$ cat config.mk
export PLATFORM = sky130hd
export DESIGN_NAME = decode_issue_flat
export DESIGN_NICKNAME = d
export VERILOG_FILES = /design/src/rtl/decode_issue_if.sv /design/src/rtl/decode_issue.sv /design/src/flat_wrapper.sv
export SDC_FILE = /design/constraint.sdc
export NUM_CORES = 1
export LEC_CHECK = 0
export CAP_MARGIN = 20
export CORE_UTILIZATION = 43
export CTS_CLUSTER_SIZE = 10
export DETAILED_ROUTE_END_ITERATION = 16
export GPL_TIMING_DRIVEN = 0
export HOLD_SLACK_MARGIN = 0.06
export PLACE_DENSITY = 0.77
export SYNTH_ARGS = -nofsm -noshare
export SYNTH_HDL_FRONTEND = slang
export SYNTH_SLANG_ARGS = --single-unit
$ cat constraint.sdc
create_clock -name clk -period 2.8 [get_ports clk]
set_input_delay 0.56 -clock clk [delete_from_list [all_inputs] [get_ports clk]]
set_output_delay 0.56 -clock clk [all_outputs]
set_load 0.01 [all_outputs]
$ cat src/rtl/decode_issue_if.sv
// IF/ID -> ID -> ID/EX connection bundle for the decode/issue stage.
// The slave side is the ID stage; the master side drives IF/ID, regfile data and EX handshake.
interface decode_issue_if;
   localparam int unsigned XLEN = 32;

   logic            if_valid;
   logic [XLEN-1:0] if_instr;
   logic [XLEN-1:0] if_pc;
   logic            id_ready;
   logic [4:0]      rf_addra;
   logic [4:0]      rf_addrb;
   logic [XLEN-1:0] rf_dataa;
   logic [XLEN-1:0] rf_datab;
   logic            ex_ready;
   logic            flush;
   logic            ex_valid;
   logic [XLEN-1:0] ex_pc;
   logic [XLEN-1:0] ex_rs1_data;
   logic [XLEN-1:0] ex_rs2_data;
   logic [XLEN-1:0] ex_imm;
   logic [4:0]      ex_rs1;
   logic [4:0]      ex_rs2;
   logic [4:0]      ex_rd;
   logic [6:0]      ex_opcode;
   logic [2:0]      ex_funct3;
   logic            ex_funct7b5;
   logic            ex_reg_write;
   logic            ex_mem_read;
   logic            ex_mem_write;
   logic            ex_illegal;

   modport slave (
      input  if_valid, if_instr, if_pc, rf_dataa, rf_datab, ex_ready, flush,
      output id_ready, rf_addra, rf_addrb, ex_valid, ex_pc, ex_rs1_data, ex_rs2_data,
             ex_imm, ex_rs1, ex_rs2, ex_rd, ex_opcode, ex_funct3, ex_funct7b5,
             ex_reg_write, ex_mem_read, ex_mem_write, ex_illegal
   );

   modport master (
      output if_valid, if_instr, if_pc, rf_dataa, rf_datab, ex_ready, flush,
      input  id_ready, rf_addra, rf_addrb, ex_valid, ex_pc, ex_rs1_data, ex_rs2_data,
             ex_imm, ex_rs1, ex_rs2, ex_rd, ex_opcode, ex_funct3, ex_funct7b5,
             ex_reg_write, ex_mem_read, ex_mem_write, ex_illegal
   );
endinterface

$ cat src/rtl/decode_issue.sv
// RV32I ID stage: decode, regfile address drive, load-use bubble insertion and
// the ID/EX pipeline register with EX backpressure and flush.
module decode_issue #(
   parameter int unsigned XLEN      = 32,
   parameter bit          HAZARD_EN = 1'b1
) (
   input logic           clk,
   input logic           rstb,
   decode_issue_if.slave bus
);
   localparam logic [6:0] OPC_LUI    = 7'b0110111;
   localparam logic [6:0] OPC_AUIPC  = 7'b0010111;
   localparam logic [6:0] OPC_JAL    = 7'b1101111;
   localparam logic [6:0] OPC_JALR   = 7'b1100111;
   localparam logic [6:0] OPC_BRANCH = 7'b1100011;
   localparam logic [6:0] OPC_LOAD   = 7'b0000011;
   localparam logic [6:0] OPC_STORE  = 7'b0100011;
   localparam logic [6:0] OPC_OPIMM  = 7'b0010011;
   localparam logic [6:0] OPC_OP     = 7'b0110011;
   localparam logic [6:0] OPC_SYSTEM = 7'b1110011;

   typedef struct packed {
      logic [XLEN-1:0] pc;
      logic [XLEN-1:0] rs1_data;
      logic [XLEN-1:0] rs2_data;
      logic [XLEN-1:0] imm;
      logic [4:0]      rs1;
      logic [4:0]      rs2;
      logic [4:0]      rd;
      logic [6:0]      opcode;
      logic [2:0]      funct3;
      logic            funct7b5;
      logic            reg_write;
      logic            mem_read;
      logic            mem_write;
      logic            illegal;
   } ex_t;

   logic            ex_valid_q, ex_valid_d;
   ex_t             ex_q, ex_d;
   ex_t             dec_c;
   logic            uses_rs1_c, uses_rs2_c;
   logic            hazard_c, adv_c;
   logic [XLEN-1:0] instr;
   logic [XLEN-1:0] imm_i, imm_s, imm_b, imm_u, imm_j;

   assign instr = bus.if_instr;
   assign imm_i = {{20{instr[31]}}, instr[31:20]};
   assign imm_s = {{20{instr[31]}}, instr[31:25], instr[11:7]};
   assign imm_b = {{19{instr[31]}}, instr[31], instr[7], instr[30:25], instr[11:8], 1'b0};
   assign imm_u = {instr[31:12], 12'b0};
   assign imm_j = {{11{instr[31]}}, instr[31], instr[19:12], instr[20], instr[30:21], 1'b0};

   assign bus.rf_addra = instr[19:15];
   assign bus.rf_addrb = instr[24:20];

   // Opcode decode into the ID/EX payload.
   always_comb begin
      dec_c          = '0;
      uses_rs1_c     = 1'b0;
      uses_rs2_c     = 1'b0;
      dec_c.pc       = bus.if_pc;
      dec_c.rs1_data = bus.rf_dataa;
      dec_c.rs2_data = bus.rf_datab;
      dec_c.rs1      = instr[19:15];
      dec_c.rs2      = instr[24:20];
      dec_c.rd       = instr[11:7];
      dec_c.opcode   = instr[6:0];
      dec_c.funct3   = instr[14:12];
      dec_c.funct7b5 = instr[30];
      case (instr[6:0])
         OPC_LUI, OPC_AUIPC: begin
            dec_c.imm       = imm_u;
            dec_c.reg_write = 1'b1;
         end
         OPC_JAL: begin
            dec_c.imm       = imm_j;
            dec_c.reg_write = 1'b1;
         end
         OPC_JALR, OPC_OPIMM: begin
            dec_c.imm       = imm_i;
            dec_c.reg_write = 1'b1;
            uses_rs1_c      = 1'b1;
         end
         OPC_BRANCH: begin
            dec_c.imm  = imm_b;
            uses_rs1_c = 1'b1;
            uses_rs2_c = 1'b1;
         end
         OPC_LOAD: begin
            dec_c.imm       = imm_i;
            dec_c.reg_write = 1'b1;
            dec_c.mem_read  = 1'b1;
            uses_rs1_c      = 1'b1;
         end
         OPC_STORE: begin
            dec_c.imm       = imm_s;
            dec_c.mem_write = 1'b1;
            uses_rs1_c      = 1'b1;
            uses_rs2_c      = 1'b1;
         end
         OPC_OP: begin
            dec_c.reg_write = 1'b1;
            uses_rs1_c      = 1'b1;
            uses_rs2_c      = 1'b1;
         end
         OPC_SYSTEM: ;
         default: dec_c.illegal = 1'b1;
      endcase
      if (dec_c.rd == 5'd0) dec_c.reg_write = 1'b0;
   end

   assign hazard_c = HAZARD_EN & bus.if_valid & ex_valid_q & ex_q.mem_read & (ex_q.rd != 5'd0) &
                     ((uses_rs1_c & (ex_q.rd == dec_c.rs1)) | (uses_rs2_c & (ex_q.rd == dec_c.rs2)));
   assign adv_c    = ~ex_valid_q | bus.ex_ready;
   assign bus.id_ready = bus.flush | (adv_c & ~hazard_c);

   // ID/EX next state: flush beats bubble beats load; fields hold unless loaded.
   always_comb begin
      ex_valid_d = ex_valid_q;
      ex_d       = ex_q;
      if (bus.flush) begin
         ex_valid_d = 1'b0;
      end else if (adv_c) begin
         if (hazard_c) begin
            ex_valid_d = 1'b0;
         end else if (bus.if_valid) begin
            ex_valid_d = 1'b1;
            ex_d       = dec_c;
         end else begin
            ex_valid_d = 1'b0;
         end
      end
   end

   always_ff @(posedge clk or negedge rstb) begin
      if (!rstb) begin
         ex_valid_q <= 1'b0;
         ex_q       <= '0;
      end else begin
         ex_valid_q <= ex_valid_d;
         ex_q       <= ex_d;
      end
   end

   assign bus.ex_valid     = ex_valid_q;
   assign bus.ex_pc        = ex_q.pc;
   assign bus.ex_rs1_data  = ex_q.rs1_data;
   assign bus.ex_rs2_data  = ex_q.rs2_data;
   assign bus.ex_imm       = ex_q.imm;
   assign bus.ex_rs1       = ex_q.rs1;
   assign bus.ex_rs2       = ex_q.rs2;
   assign bus.ex_rd        = ex_q.rd;
   assign bus.ex_opcode    = ex_q.opcode;
   assign bus.ex_funct3    = ex_q.funct3;
   assign bus.ex_funct7b5  = ex_q.funct7b5;
   assign bus.ex_reg_write = ex_q.reg_write;
   assign bus.ex_mem_read  = ex_q.mem_read;
   assign bus.ex_mem_write = ex_q.mem_write;
   assign bus.ex_illegal   = ex_q.illegal;
endmodule

$ cat src/flat_wrapper.sv
// flat-port wrapper written by rule: the top's interface ports become plain ports
module decode_issue_flat 
#(
   parameter int unsigned XLEN      = 32,
   parameter bit          HAZARD_EN = 1'b1
)
  (clk, rstb, bus_if_valid, bus_if_instr, bus_if_pc, bus_rf_dataa, bus_rf_datab, bus_ex_ready, bus_flush, bus_id_ready, bus_rf_addra, bus_rf_addrb, bus_ex_valid, bus_ex_pc, bus_ex_rs1_data, bus_ex_rs2_data, bus_ex_imm, bus_ex_rs1, bus_ex_rs2, bus_ex_rd, bus_ex_opcode, bus_ex_funct3, bus_ex_funct7b5, bus_ex_reg_write, bus_ex_mem_read, bus_ex_mem_write, bus_ex_illegal);
  decode_issue_if bus_i ();
  input logic clk;
  input logic rstb;
  input wire logic [$bits(bus_i.if_valid)-1:0] bus_if_valid;
  input wire logic [$bits(bus_i.if_instr)-1:0] bus_if_instr;
  input wire logic [$bits(bus_i.if_pc)-1:0] bus_if_pc;
  input wire logic [$bits(bus_i.rf_dataa)-1:0] bus_rf_dataa;
  input wire logic [$bits(bus_i.rf_datab)-1:0] bus_rf_datab;
  input wire logic [$bits(bus_i.ex_ready)-1:0] bus_ex_ready;
  input wire logic [$bits(bus_i.flush)-1:0] bus_flush;
  output wire logic [$bits(bus_i.id_ready)-1:0] bus_id_ready;
  output wire logic [$bits(bus_i.rf_addra)-1:0] bus_rf_addra;
  output wire logic [$bits(bus_i.rf_addrb)-1:0] bus_rf_addrb;
  output wire logic [$bits(bus_i.ex_valid)-1:0] bus_ex_valid;
  output wire logic [$bits(bus_i.ex_pc)-1:0] bus_ex_pc;
  output wire logic [$bits(bus_i.ex_rs1_data)-1:0] bus_ex_rs1_data;
  output wire logic [$bits(bus_i.ex_rs2_data)-1:0] bus_ex_rs2_data;
  output wire logic [$bits(bus_i.ex_imm)-1:0] bus_ex_imm;
  output wire logic [$bits(bus_i.ex_rs1)-1:0] bus_ex_rs1;
  output wire logic [$bits(bus_i.ex_rs2)-1:0] bus_ex_rs2;
  output wire logic [$bits(bus_i.ex_rd)-1:0] bus_ex_rd;
  output wire logic [$bits(bus_i.ex_opcode)-1:0] bus_ex_opcode;
  output wire logic [$bits(bus_i.ex_funct3)-1:0] bus_ex_funct3;
  output wire logic [$bits(bus_i.ex_funct7b5)-1:0] bus_ex_funct7b5;
  output wire logic [$bits(bus_i.ex_reg_write)-1:0] bus_ex_reg_write;
  output wire logic [$bits(bus_i.ex_mem_read)-1:0] bus_ex_mem_read;
  output wire logic [$bits(bus_i.ex_mem_write)-1:0] bus_ex_mem_write;
  output wire logic [$bits(bus_i.ex_illegal)-1:0] bus_ex_illegal;
  assign bus_i.if_valid = bus_if_valid;
  assign bus_i.if_instr = bus_if_instr;
  assign bus_i.if_pc = bus_if_pc;
  assign bus_i.rf_dataa = bus_rf_dataa;
  assign bus_i.rf_datab = bus_rf_datab;
  assign bus_i.ex_ready = bus_ex_ready;
  assign bus_i.flush = bus_flush;
  assign bus_id_ready = bus_i.id_ready;
  assign bus_rf_addra = bus_i.rf_addra;
  assign bus_rf_addrb = bus_i.rf_addrb;
  assign bus_ex_valid = bus_i.ex_valid;
  assign bus_ex_pc = bus_i.ex_pc;
  assign bus_ex_rs1_data = bus_i.ex_rs1_data;
  assign bus_ex_rs2_data = bus_i.ex_rs2_data;
  assign bus_ex_imm = bus_i.ex_imm;
  assign bus_ex_rs1 = bus_i.ex_rs1;
  assign bus_ex_rs2 = bus_i.ex_rs2;
  assign bus_ex_rd = bus_i.ex_rd;
  assign bus_ex_opcode = bus_i.ex_opcode;
  assign bus_ex_funct3 = bus_i.ex_funct3;
  assign bus_ex_funct7b5 = bus_i.ex_funct7b5;
  assign bus_ex_reg_write = bus_i.ex_reg_write;
  assign bus_ex_mem_read = bus_i.ex_mem_read;
  assign bus_ex_mem_write = bus_i.ex_mem_write;
  assign bus_ex_illegal = bus_i.ex_illegal;
  decode_issue #(.XLEN(XLEN), .HAZARD_EN(HAZARD_EN)) u_core (.clk(clk), .rstb(rstb), .bus(bus_i));
endmodule
==> impl_metrics.ini, run 1 <==
[clocking]
h-tree-depth = 4
clk_pin_slew_ns = 0.06
cts_buffer_depth = 2
cts_tree = done
clk_latency_ns = 0.42
cts-root-buf = clkbuf_16
numCtsBuffers = 17
cts.sinks = 159
holdBufCountCts = 0

[logic_synthesis]
synth_top_family_by_area = multiplexers
syn_nets = 629
ys_seq_area_frac = 0.564
synthAdderAreaFrac = 0
ys_seq_elements = 159
synthMuxAreaShare = 0.279
synth_compound_area_frac = 0.0426
synth_top_cell_area_share = 0.564
ys_warn_count = 0
synth_xor_area_frac = 0.0124
avgSynthCellArea_um2 = 14.2
yosysTopAreaCell = dfrtp_1
syn-cell-area_um2 = 7050
synth-simple-area-share = 0.0559
synth.top_cells.by_area = dfrtp_1 56%, mux2_4 15%, mux2_2 11%, nand2_1 2.6%, buf_8 1.5%
ys_types = 42
syn_inst = 496

[worst_setup_path]
ff2ff_path_depth = 10
arrival_ns = 2.17
critPathLaunchType = input pin
required_ns = 2.24
cp_max_fo = 4
rr_endpoint = u_core.bus.ex_rs1_data[15]
cp-end-kind = primary output
critPathKind = in2out
r2r_start = u_core.bus.ex_rd[2]
r2r_setup_slack_ns = 0.39

[power]
p_sw_frac = 0.253
power_w = 0.00716
p_sw_w = 0.00181
peakVddDrop_mv = 0.419
cellLeakagePower_nw = 4.83
power.density_nw_per_um2 = 649
p_clk_frac = 0.353
comb_power_share = 0.253
p_int_w = 0.00535
power_frac_seq = 0.394

[route]
wl_per_cell_um = 19.3
vias = 5220
antenna_left = 0
drt-total-wl_mm = 20.2
drt_iter0_drc = 386
viasPerCell = 4.98
dr.pass1.iters = 4
post-route-drc-count = 0

[global_routing]
use_met3 = 0.0906
grt_overflow = 0
grt_max_degree = 81
met2_usage = 0.418
grt.total_usage = 0.243
antenna_found_initial = 0
first_global_vias = 5614
top_usage_layer = met2
grt_first_pass_wirelength_mm = 30.9
use_met1 = 0.281

[sta]
post-route-min-period_ns = 2.73
fmax_mhz = 366
finalSetupViolations = 0
relSlewSlack = 0.509
fin_crit_sh = 0.976
final_hold_viol_count = 0
worst_slew_pin_slew_ns = 0.737
finalMaxSlewViolations = 0
clock_skew_ns = 0.00850
grt_setup_unrepaired = false
hold-worst-slack_ns = 0.172

[finish]
nets = 953
diodes = 0
finish.instance_area_um2 = 11000
syn2layout_area_growth_pct = 56.6
drive_above_1_share = 0.264
fin_util = 0.693

[floorplan]
die_h_um = 130
die_x_um = 130
rows = 46
initial_core_util = 0.442
die-area_um2 = 16900
io_pins = 303
core_area_um2 = 15900

[placement]
routabilityCongestion = 0.867
port_buffers = 300
dpl_cell_area_um2 = 10400
dp_hpwl_mm = 14.9

[status]
status = complete, no violations

[min_path]
hold_class = in2async

[run]
cap_violations = 0
==> how the worst max path moves through the flow <==
stage	startpoint	endpoint	slack [ns]
5_1_grt	u_core.bus.ex_rd[1]	bus_id_ready	0.004
4_1_cts	bus_if_instr[21]	bus_id_ready	0.007
3_5_place_dp	bus_if_instr[1]	bus_id_ready	-0.72
3_3_place_gp	rstb	u_core.bus.ex_rs1_data[11]	-5.09
2_1_floorplan	bus_if_instr[5]	u_core.bus.ex_rs2_data[29]	0.36
6_report	bus_if_instr[16]	bus_id_ready	0.07
==> repair_timing <==
action / 4_1_cts / 5_1_grt
setup buffers: 4 / 0
setup endpoints to repair: 1 / 1
pin swaps: 6 / 2
gates resized for setup: 24 / 2
==> synthesized netlist by cell type <==
master    number
nand3b_1       2
inv_1         11
mux2_4        71
nor3_1         3
o31ai_1        1
buf_2          9
xnor2_1        5
o41ai_4        1
o2111a_1       1
a31oi_1        1
a21oi_1       15
nor2b_1        2
o22ai_1        1
nand2_1       48
nand4_1        2
nor3_2         1
xor2_1         5
nor2_1         9
buf_1          1
and2_0         2
or4_1          1
mux2_2        72
o211ai_1       6
o211a_1        1
a22o_1         4
dfrtp_1      159
nand4b_1       1
a211oi_1       1
buf_4         10
buf_8          7
mux2i_1        9
a21oi_4        1
a211o_1        1
a32oi_1        1
nand3_1       11
clkbuf_1       6
o21ai_0        4
nand2b_1       3
a21o_1         2
and3_1         1
buf_6          3
and2_1         1
==> kinds of logic after synthesis <==
group	after synthesis
XOR/XNOR	10
AND/OR/NAND/NOR	87
flip-flops	159
AO/OA/AOI/OAI	41
multiplexers	152
buffers and inverters	47
==> metal layers <==
metal / up-vias / routed length (µm) / share of wire
li1: 2371 / - / -
met5: - / 0 / 0
met3: 30 / 2020 / 0.10
met1: 2579 / 7670 / 0.38
met4: 0 / 352 / 0.017
met2: 240 / 10200 / 0.50
==> power groups by stage <==
stage | Clock [W] | Combinational [W] | Sequential [W]
finish | 0.00253 | 0.00181 | 0.00283
global route | 0.00267 | 0.00192 | 0.00286
CTS | 0.00257 | 0.00183 | 0.00283
detailed placement | 0 | 0.00180 | 0.00287
global placement | 0 | 0.00177 | 0.00284
floorplan | 0 | 0.000577 | 0.00300
==> flip-flops by register name, indices dropped and copies added, names as in the netlist, 5 cells and up <==
register	count
u_core.bus.ex_imm	32
u_core.bus.ex_pc	32
u_core.bus.ex_rs1_data	32
u_core.bus.ex_rs2_data	32
u_core.bus.ex_opcode	7
u_core.bus.ex_rd	5
u_core.bus.ex_rs1	5
u_core.bus.ex_rs2	5
==> metrics by stage <==
stage / TNS, ns / setup slack, ns / std cells
2_1_floorplan: 0 / 0.363 / 496
3_3_place_gp: -857.89 / -5.09 / 1012
3_5_place_dp: -53.09 / -0.720 / 1013
4_1_cts: 0 / 0.00691 / 1049
5_1_grt: 0 / 0.00408 / 1049
6_report: 0 / 0.0662 / 1049
==> cell usage in the layout, fill, tap and decap left out, types with 3 or more instances in the layout <==
cell type,netlist,layout
buf_6,3,4
buf_2,9,9
buf_4,10,14
mux2i_1,9,9
bufinv_16,0,4
clkbuf_8,0,4
nand3_1,11,11
nand2b_1,3,3
clkbuf_1,6,5
xor2_1,5,5
dlygate4sd2_1,0,11
a22o_1,4,4
dfrtp_1,159,158
o211ai_1,6,6
o21ai_0,4,4
buf_8,7,7
clkbuf_16,0,17
xnor2_1,5,5
a21oi_1,15,14
nor2_1,9,9
mux2_2,72,72
clkdlybuf4s50_1,0,285
inv_1,11,11
mux2_4,71,71
nand2_1,48,47
==> worst max-delay path, cell delays in order <==
cell	delay (ns)
clkdlybuf4s50_1	0.64
xnor2_1	0.15
nand4_1	0.17
o41ai_4	0.10
nand2_1	0.09
a21o_1	0.19
dlygate4sd2_1	0.28
==> area by class of cell <==
cell class	count	area [µm²]
clock inverter	12	180
multi-input combinational	290	2770
sequential	159	3980
tap	216	270
clock buffer	20	467
timing repair buffer	305	3050
buffer	36	295
inverter	11	41.3
fill	1099	4900
(Power assumes the default switching activity.)
==> run 2, diff against run 1 <==
- SKIP_CTS_REPAIR_TIMING: not set -> 1
==> run 2 against run 1 <==
Net effect: clock skew rose by 0.00073 ns; fmax rose by 0.51%; cell area rose by 0.51%; routed wire length barely moved; total power rose by 0.13%; die area did not move; cell count barely moved; worst hold slack improved by 0.00082 ns; via count fell by 0.15%; combinational power barely moved; largest power group unchanged.
==> impl_metrics.ini, run 2 (synthesis gave the netlist of run 1 again) <==
[sta]
finalSetupViolations = 0
hold-worst-slack_ns = 0.173
fmax_mhz = 368
final_hold_viol_count = 0
worst_slew_pin_slew_ns = 0.735
fin_crit_sh = 0.971
grt_setup_unrepaired = false
finalMaxSlewViolations = 0
post-route-min-period_ns = 2.72
setup_tns_ns = 0
clock_skew_ns = 0.00923
relSlewSlack = 0.510

[worst_setup_path]
critPathLaunchType = input pin
endpoint = bus_id_ready
cp_max_fo = 2
r2r_setup_slack_ns = 0.38
cp-end-kind = primary output
crit_start = bus_if_instr[3]
ff2ff_path_depth = 10
arrival_ns = 2.16
r2r_start = u_core.bus.ex_rd[2]
required_ns = 2.24
critPathKind = in2out
rr_endpoint = u_core.bus.ex_rs1_data[15]

[finish]
diodes = 0
nets = 954
final_cell_mix = 288 x clkdlybuf4s50_1, 157 x dfrtp_1, 72 x mux2_2
drive_above_1_share = 0.264
fin_util = 0.696
syn2layout_area_growth_pct = 57.4
final_common_cell = clkdlybuf4s50_1

[power]
power_frac_seq = 0.394
cellLeakagePower_nw = 4.91
power.density_nw_per_um2 = 646
p_sw_frac = 0.253
power_w = 0.00717
comb_power_share = 0.254
p_int_w = 0.00536
p_sw_w = 0.00181
p_clk_frac = 0.352
peakVddDrop_mv = 0.420

[floorplan]
die_h_um = 130
core_area_um2 = 15900
rows = 46
die-area_um2 = 16900
io_pins = 303
die_x_um = 130
initial_core_util = 0.442

[min_path]
hold_class = in2async

[clocking]
cts.sinks = 159
h-tree-depth = 4
clk_latency_ns = 0.42
cts_buffer_depth = 2
cts_tree = done
numCtsBuffers = 17
cts-root-buf = clkbuf_16
clk_pin_slew_ns = 0.06

[route]
dr.pass1.iters = 4
drt-total-wl_mm = 20.2
antenna_left = 0
wl_per_cell_um = 19.2
post-route-drc-count = 0
viasPerCell = 4.96
drt_iter0_drc = 341
vias = 5212

[global_routing]
grt_overflow = 0
grt_first_pass_wirelength_mm = 30.9
grt_max_degree = 81
antenna_found_initial = 0
grt.total_usage = 0.243
first_global_vias = 5594

[placement]
dp_hpwl_mm = 14.9
routabilityCongestion = 0.867
port_buffers = 300

[status]
status = complete, no violations

[run]
cap_violations = 0
run 2: how the worst min path moves through the flow:
stage | start | to | slack, ns | cells past startpoint
final | rstb | u_core.bus.ex_imm[1] | 0.17 | 1
after CTS | rstb | u_core.bus.ex_imm[1] | 0.19 | 1
after floorplan | rstb | u_core.bus.ex_funct3[0] | 0.26 | 0
after detailed placement | u_core.bus.ex_rs1_data[19] | u_core.bus.ex_rs1_data[19] | 0.49 | 1
after global placement | u_core.bus.ex_pc[31] | u_core.bus.ex_pc[31] | 0.49 | 1
after global routing | rstb | u_core.bus.ex_imm[1] | 0.21 | 1
run 2: cell type report:
type / instances / area, µm²
well taps: 216 / 270
multi-input cells: 290 / 2780
repair buffers: 306 / 3100
fillers: 1084 / 4840
clock buffers: 20 / 467
inverters: 11 / 41.3
clock inverters: 12 / 180
flip-flops and latches: 159 / 3980
plain buffers: 36 / 289
run 2: worst max-delay path: stages:
cell and delay (ns):
clkdlybuf4s50_1 0.46, nor3_4 0.17, nand4_1 0.17, o41ai_4 0.35
nand2_1 0.09, a21o_1 0.19, dlymetal6s2s_1 0.16
run 2: power by group through the flow:
| stage | registers [W] | clock network, W | logic [W] |
|---|---|---|---|
| after floorplan | 0.00300 | 0 | 0.000577 |
| after global placement | 0.00284 | 0 | 0.00177 |
| after detailed placement | 0.00287 | 0 | 0.00180 |
| after CTS | 0.00283 | 0.00257 | 0.00182 |
| after global routing | 0.00287 | 0.00267 | 0.00193 |
| final | 0.00283 | 0.00253 | 0.00182 |
run 2: through the flow:
stage	setup WS [ns]	std cells	instance area, µm²
2_1_floorplan	0.363	496	7050
3_3_place_gp	-5.09	1012	10300
3_5_place_dp	-0.720	1013	10400
4_1_cts	-0.720	1045	11000
5_1_grt	0.0172	1050	11100
6_report	0.0802	1050	11100
run 2: metal layers:
layer | track usage | share of wire | up-vias
li1 | - | - | 2373
met1 | 0.282 | 0.38 | 2578
met2 | 0.418 | 0.51 | 236
met3 | 0.0898 | 0.10 | 25
met4 | 0.0746 | 0.016 | 0
met5 | 0 | 0 | -
